[config.mk]
export PLATFORM = sky130hd
export DESIGN_NAME = mastermind_code_sequencer
export DESIGN_NICKNAME = d
export VERILOG_FILES = /design/src/rtl/mastermind_code_sequencer.sv
export SDC_FILE = /design/constraint.sdc
export NUM_CORES = 1
export LEC_CHECK = 0
export CORE_ASPECT_RATIO = 2
export CORE_MARGIN = 10
export CORE_UTILIZATION = 45
export DETAILED_ROUTE_END_ITERATION = 8
export MAX_ROUTING_LAYER = met4
export PLACE_DENSITY = 0.75
export SLEW_MARGIN = 20
export SYNTH_ARGS = -nofsm -noshare
export SYNTH_HDL_FRONTEND = slang
export SYNTH_SLANG_ARGS = --single-unit
[constraint.sdc]
create_clock -name clk -period 2 [get_ports clk]
set_input_delay 0.4 -clock clk [delete_from_list [all_inputs] [get_ports clk]]
set_output_delay 0.4 -clock clk [all_outputs]
set_load 0.02 [all_outputs]
[src/rtl/mastermind_code_sequencer.sv]
// Draws a Mastermind secret code from an external 10-bit XNOR LFSR, keeping the LFSR stepping
// every cycle so player timing supplies entropy, and clearing the LFSR out of its all-ones lock-up.
module mastermind_code_sequencer #(
  parameter int NUM_PEGS     = 4,
  parameter int NUM_COLORS   = 6,
  parameter int STRIDE       = 3,
  parameter int ALLOW_REPEAT = 1,
  parameter int MAX_ATTEMPTS = 16
) (
  input  logic                    clk,
  input  logic                    Reset,
  input  logic                    start,
  input  logic [9:0]              lfsr_q,
  output logic                    lfsr_step,
  output logic                    lfsr_clear,
  output logic                    busy,
  output logic                    code_valid,
  output logic                    error,
  output logic [3*NUM_PEGS-1:0]   code
);

  // state | meaning
  // IDLE  | LFSR free-running; code, code_valid and error held from the last draw
  // DRAW  | one candidate per STRIDE LFSR steps until the code is full or attempts run out
  typedef enum logic {IDLE = 1'b0, DRAW = 1'b1} state_t;

  localparam int AW = $clog2(MAX_ATTEMPTS + 1);
  localparam int IW = $clog2(NUM_PEGS + 1);
  localparam int SW = (STRIDE > 1) ? $clog2(STRIDE) : 1;

  state_t        state;
  logic [AW-1:0] attempts;
  logic [IW-1:0] idx;
  logic [SW-1:0] stride;

  logic       lock;
  logic [2:0] cand;
  logic       dup;
  logic       legal;
  logic       accept;
  logic       eval;

  assign lock       = (lfsr_q == 10'h3FF);
  assign lfsr_clear = Reset & lock;
  assign lfsr_step  = Reset & ~lock;
  assign busy       = (state == DRAW);

  assign cand = lfsr_q[2:0];

  // Only pegs already accepted in this draw count as duplicates.
  always_comb begin
    dup = 1'b0;
    for (int p = 0; p < NUM_PEGS; p++) begin
      if ((IW'(p) < idx) && (code[3*p +: 3] == cand)) dup = 1'b1;
    end
  end

  assign legal  = (int'(cand) < NUM_COLORS);
  assign accept = legal && ((ALLOW_REPEAT != 0) || !dup);
  assign eval   = (state == DRAW) && lfsr_step && (stride == SW'(STRIDE - 1));

  always_ff @(posedge clk or negedge Reset) begin
    if (!Reset) begin
      state      <= IDLE;
      code_valid <= 1'b0;
      error      <= 1'b0;
      code       <= '0;
      attempts   <= '0;
      idx        <= '0;
      stride     <= '0;
    end else if (state == IDLE) begin
      if (start) begin
        state      <= DRAW;
        code_valid <= 1'b0;
        error      <= 1'b0;
        code       <= '0;
        attempts   <= '0;
        idx        <= '0;
        stride     <= '0;
      end
    end else if (lfsr_step) begin
      if (eval) begin
        stride   <= '0;
        attempts <= attempts + 1'b1;
        if (accept) begin
          code[3*idx +: 3] <= cand;
          idx              <= idx + 1'b1;
        end
        // A final accept on the last allowed attempt still completes the code.
        if (accept && (idx == IW'(NUM_PEGS - 1))) begin
          state      <= IDLE;
          code_valid <= 1'b1;
        end else if (attempts == AW'(MAX_ATTEMPTS - 1)) begin
          state <= IDLE;
          error <= 1'b1;
          code  <= '0;
        end
      end else begin
        stride <= stride + 1'b1;
      end
    end
  end

endmodule
After elaboration in Yosys (flattened, before gate mapping)
Index checks and enable logic that the tools add are counted.
{"block": "word_totals", "out_inout_bits": 17, "regBits": 25, "inputBits": 13, "wordCells": 74}
{"block": "classes", "reduce_logical": 9, "mux": 37, "n_addsub": 4, "n_lt_le_gt_ge": 1, "n_eq_ne": 10, "bitwise_logic": 3, "n_shift": 2, "multipliers": 1}
{"op": "12-bit 2-to-1 mux", "n": 7}
{"op": "5-bit negation with 34-bit output", "n": 1}
{"op": "3-bit by 34-bit variable shift with 12-bit output, first input constant", "n": 1}
{"op": "3-bit by 34-bit indexed part select with 12-bit output", "n": 1}
{"op": "5-bit 2-to-1 mux", "n": 4}
{"op": "1-bit 2-to-1 mux", "n": 16}
{"op": "3-bit 2-to-1 mux", "n": 5}
{"op": "12-bit bitwise mux", "n": 1}
{"op": "10-bit equality test, second input constant", "n": 1}
{"op": "2-bit 2-to-1 mux", "n": 4}
{"op": "2-bit by 1-bit != test with 1-bit output, second input constant", "n": 4}
{"op": "4-bit AND reduction", "n": 2}
{"op": "5-bit by 1-bit adder with 5-bit output, second input constant", "n": 1}
{"op": "5-bit by 4-bit equality test with 1-bit output, second input constant", "n": 1}
{"op": "2-bit by 3-bit multiplier with 5-bit output, first input constant", "n": 1}
{"op": "5-bit AND reduction", "n": 1}
{"op": "2-bit != test, second input constant", "n": 2}
{"op": "3-bit by 1-bit adder with 3-bit output, second input constant", "n": 1}
{"op": "3-bit by 2-bit equality test with 1-bit output, second input constant", "n": 1}
{"op": "1-bit logical AND", "n": 3}
{"op": "3-bit less-than comparator, second input constant", "n": 1}
{"op": "3-bit AND reduction", "n": 1}
{"op": "2-bit by 1-bit adder with 2-bit output, second input constant", "n": 1}
{"op": "1-bit AND", "n": 2}
{"op": "other kinds (4)", "n": 4}

Depth between registers and ports, before layout
{"block": "depth", "depth_word": 10, "ltp_mapped": 7, "ltp_nobuf": 6}

Least setup slack after synthesis
OpenSTA, ideal clock, no wires.
{"block": "synth_timing", "kind": "register -> register", "start": "register idx[0]", "end": "register code[9]", "required_time_ns": 1.922, "n_path_buf": 0, "setup_time_ns": 0.078, "stages_incl_launch_ff": 7, "synth_period_minus_slack_ns": 1.873, "slack_ns": 0.127, "t_arrival_ns": 1.795, "path_cell_list": "dfrtp_1 inv_1 ha_1 xnor2_2 o2111ai_4 or4b_1 a21oi_1"}
{"block": "synth_between", "elab_chain_cells": 10, "word_cells_on_any_way": 13, "cone_classes": "add/sub (1); mul (1); eq/ne (1); shift (2); mux (7); reduce/logical (1)"}
{"item": "start: declaration", "line": "33", "rtl": "logic [IW-1:0] idx;"}
{"item": "start signal: assignment", "line": "87", "rtl": "idx <= idx + 1'b1;"}
{"item": "2-bit by 3-bit multiplier with 5-bit output", "line": "86", "rtl": "code[3*idx +: 3] <= cand;"}
{"item": "5-bit negation with 34-bit output", "line": "86"}
{"item": "3-bit by 34-bit indexed part select with 12-bit output / 3-bit by 34-bit variable shift with 12-bit output (equally long branches)", "line": "86"}
{"item": "12-bit bitwise mux", "line": "86"}
{"item": "12-bit 2-to-1 mux", "line": "85", "rtl": "if (accept) begin"}
{"item": "12-bit 2-to-1 mux", "line": "93", "rtl": "end else if (attempts == AW'(MAX_ATTEMPTS - 1)) begin"}
{"item": "12-bit 2-to-1 mux *", "line": "90", "rtl": "if (accept && (idx == IW'(NUM_PEGS - 1))) begin"}
{"item": "12-bit 2-to-1 mux *", "line": "82", "rtl": "if (eval) begin"}
{"item": "12-bit 2-to-1 mux *", "line": "81", "rtl": "end else if (lfsr_step) begin"}
{"item": "12-bit 2-to-1 mux *", "line": "71", "rtl": "end else if (state == IDLE) begin"}
{"item": "end signal: indexed assignment", "line": "86"}
{"item": "end: declaration", "line": "19", "rtl": "output logic [3*NUM_PEGS-1:0] code"}
Every way passes the cells marked *; elsewhere a longest branch is shown, timed or not. The select of a mux whose other input is x is not followed.
A chain may end at the register's enable or synchronous reset.

Worst setup path after layout
{"block": "layout_timing", "start": "input port lfsr_q[5]", "end": "output port lfsr_step"}
{"block": "layout_between", "elab_chain_cells": 3}
{"item": "start: declaration", "line": "13", "rtl": "input logic [9:0] lfsr_q,"}
{"item": "10-bit equality test", "line": "43", "rtl": "assign lock = (lfsr_q == 10'h3FF);"}
{"item": "1-bit NOT", "line": "45", "rtl": "assign lfsr_step = Reset & ~lock;"}
{"item": "1-bit AND", "line": "45"}
{"item": "end: declaration", "line": "14", "rtl": "output logic lfsr_step,"}
Every way passes these cells.

==> impl_metrics.ini <==
[placement]
routabilityCongestion = 0.9111
dp_hpwl_um = 3344
io_buffers = 29
placed_cells = 231
post-place-ws_ps = -387.1

[final_layout]
multi_input_area_um2 = 763.2
drive_gt1_share_pct = 19.51
n_antenna_cell = 0
n_fill_cell = 271
syn2layout_area_growth_pct = 37.51
regArea_um2 = 625.6
stdcell_count = 236
fin_nets = 225

[power_and_ir_drop]
seqPwrFrac_pct = 40.8
leakage_nw = 0.8944
p_comb_share_pct = 41.4
p_clk_share_pct = 17.8
p_int_mw = 1.084
switching_share_pct = 37.24
powerDensity_nw_per_um2 = 873.7
switchingPower_mw = 0.6432
max-vdd-ir-drop_mv = 0.5978

[timing]
drv_slew = 0
min_period_ps = 1920
clock.fmax_mhz = 521.0
relSlewSlack_pct = 74.03
whs_ps = 357.8
finClkSkew_ps = 2.506
fin_crit_sh_pct = 95.98
tightest_slew_ps = 384.2
setup_ws_ps = 80.43
finalSetupViolCount = 0
rsz0062_at_grt = false
hold_viol_final = 0

[grt]
gr-total-overflow = 0
grt_pass1_wl_um = 7162
gr-usage-all-layers_pct = 15.19
antenna_found_initial = 0
first_global_vias = 1545
grt_start_max_net_pins = 16

[worst_setup_path]
path_class = in2out
ff2ff_path_depth = 6
reg2reg_from = idx[1]$_DFFE_PN0P_
end_kind = primary output
startpoint_type = primary input
crit_chain = clkdlybuf4s50_1, nand4_1, o31ai_2, inv_1, buf_2
worst_path_largest_cell_delay_ps = 480
reg2reg_slack_ps = 130
r2r_end = code[11]$_DFFE_PN0P_
arrival_ps = 1520
worst_path_max_delay_cell = clkdlybuf4s50_1
required_ps = 1600
critical_path.max_fanout = 2

[clock_tree]
ctsHoldBuffers = 0
clockBufferDepth = 2
clk_pin_slew_worst_paths_ps = 90
htree_levels = 1
cts_tree = done
root_buffer = clkbuf_8
insertion_delay_ps = 280
clock_sinks = 25
numCtsBuffers = 3

[detailed_routing]
detail_route.wl_per_cell_um = 17.22
drc = 0
via_per_inst = 5.932
vias = 1400
totalWireLength_um = 4063
drtAntennaViolNets = 0
drt_iter0_drc = 35
firstDrtPassIters = 4

[die]
core-area_um2 = 3120
die_h_um = 99.94
start_util_pct = 46.07
die-area_um2 = 5993
io_pins = 30
rows = 29
die_w_um = 59.97

[synthesis]
synthFlopType = dfrtp_1
syn_inst = 151
yosysSeqAreaShare_pct = 43.52
synth_fp_nets = 170
synth_warnings = 0
synth.avg_cell_area_um2 = 9.521
synth_area_um2 = 1438
synth-seq-cells = 25
synth_edf_count = 0
ys_types = 42
async_flop_share_pct = 100.0

[job]
cap_violations = 0

[worst_hold_path]
hold_class = in2async

[run_status]
status = finished, final reports clean
state kept, by name (all words and copies together), names as in the netlist:
register / cells
attempts: 5
busy: 1
code: 12
code_valid: 1
error: 1
idx: 3
stride: 2
metal layers:
layer	part of all wire, %	global-route usage [%]	vias up
met5	0	-	-
met4	2.3	6.771	0
met3	4.8	2.402	9
met2	55	26.59	46
met1	38	15.68	683
li1	-	-	662
worst max-delay path by stage:
| stage | slack [ps] | depth (start not counted) | endpoint | start |
|---|---|---|---|---|
| 2_1_floorplan | 130 | 6 | code[9]$_DFFE_PN0P_ | idx[0]$_DFFE_PN0P_ |
| 3_3_place_gp | -360 | 5 | lfsr_step | lfsr_q[0] |
| 3_5_place_dp | -390 | 5 | lfsr_step | lfsr_q[0] |
| 4_1_cts | 7 | 4 | lfsr_clear | lfsr_q[0] |
| 5_1_grt | 4 | 6 | code[11]$_DFFE_PN0P_ | idx[1]$_DFFE_PN0P_ |
| 6_report | 80 | 5 | lfsr_step | lfsr_q[5] |
cells in the mapped netlist, drive strengths merged, types with 3 or more instances:
cell / n / share of area (%)
dfrtp: 25 / 44
or2: 3 / 1.3
clkbuf: 3 / 0.78
o21ai: 13 / 4.5
nand2: 15 / 4.1
a21oi: 15 / 5.2
inv: 5 / 1.3
ha: 6 / 5.2
and4: 3 / 1.8
nand4: 4 / 1.7
nor2: 7 / 1.8
nand3: 13 / 4.5
buf: 3 / 1.7
a31oi: 3 / 1.3
power groups by stage:
stage	sequential, mW	combinational [mW]	clock, mW
after CTS	0.703	0.719	0.312
after global routing	0.721	0.792	0.331
after global placement	0.700	0.681	0
final	0.704	0.716	0.307
after detailed placement	0.714	0.717	0
after floorplan	0.771	0.330	0
kinds of logic after synthesis:
family                     count (synthesis)  share of synthesized area (%)
xor gates and xnor gates                   1                          1.132
AOI/OAI and AO/OA                         43                          20.54
buffers and inverters                     11                          3.742
muxes                                      2                          1.393
DFF                                       25                          43.52
and+or+nand+nor                           63                          24.46
adders and majority gates                  6                          5.222
cell usage in the layout, fill, tap and decap left out, drive strengths merged, types with 3 or more instances in the layout:
cell type / count
nand2: 15
inv: 5
dfrtp: 25
nand4: 4
ha: 6
and4: 3
buf: 29
nand3: 13
nor2: 7
or2: 3
a31oi: 3
clkbuf: 3
o21ai: 13
clkdlybuf4s50: 25
a21oi: 15
area by class of cell:
cell class,instances,area share [%]
sequential,25,31.65
clock buffer,3,2.089
timing repair buffer,56,24.49
tap,31,1.962
clock inverter,1,0.2532
inverter,5,0.9494
multi-input combinational,115,38.61
per-stage QoR:
stage | util (%) | cell area [µm²] | TNS (ps) | power, mW
6_report | 63.35 | 1977 | 0 | 1.727
3_3_place_gp | 61.75 | 1927 | -4410 | 1.381
3_5_place_dp | 61.75 | 1927 | -4579 | 1.430
2_1_floorplan | - | 1438 | 0 | 1.101
5_1_grt | 63.35 | 1977 | 0 | 1.845
4_1_cts | 63.47 | 1981 | 0 | 1.734
worst max-delay path: cells and delay by family:
kind	cells	cell delay (ps)
AO/OA/AOI/OAI	1	270
buffers and inverters	3	700
AND/OR/NAND/NOR	1	150
repair_timing:
action                                  in CTS  in global routing
gates resized for setup                      9                  2
pin swaps                                    2                  0
endpoints found under the setup margin       3                  2
hold endpoints to repair                     0                  0
buffers inserted                             1                  0
(Power assumes the default switching activity.)
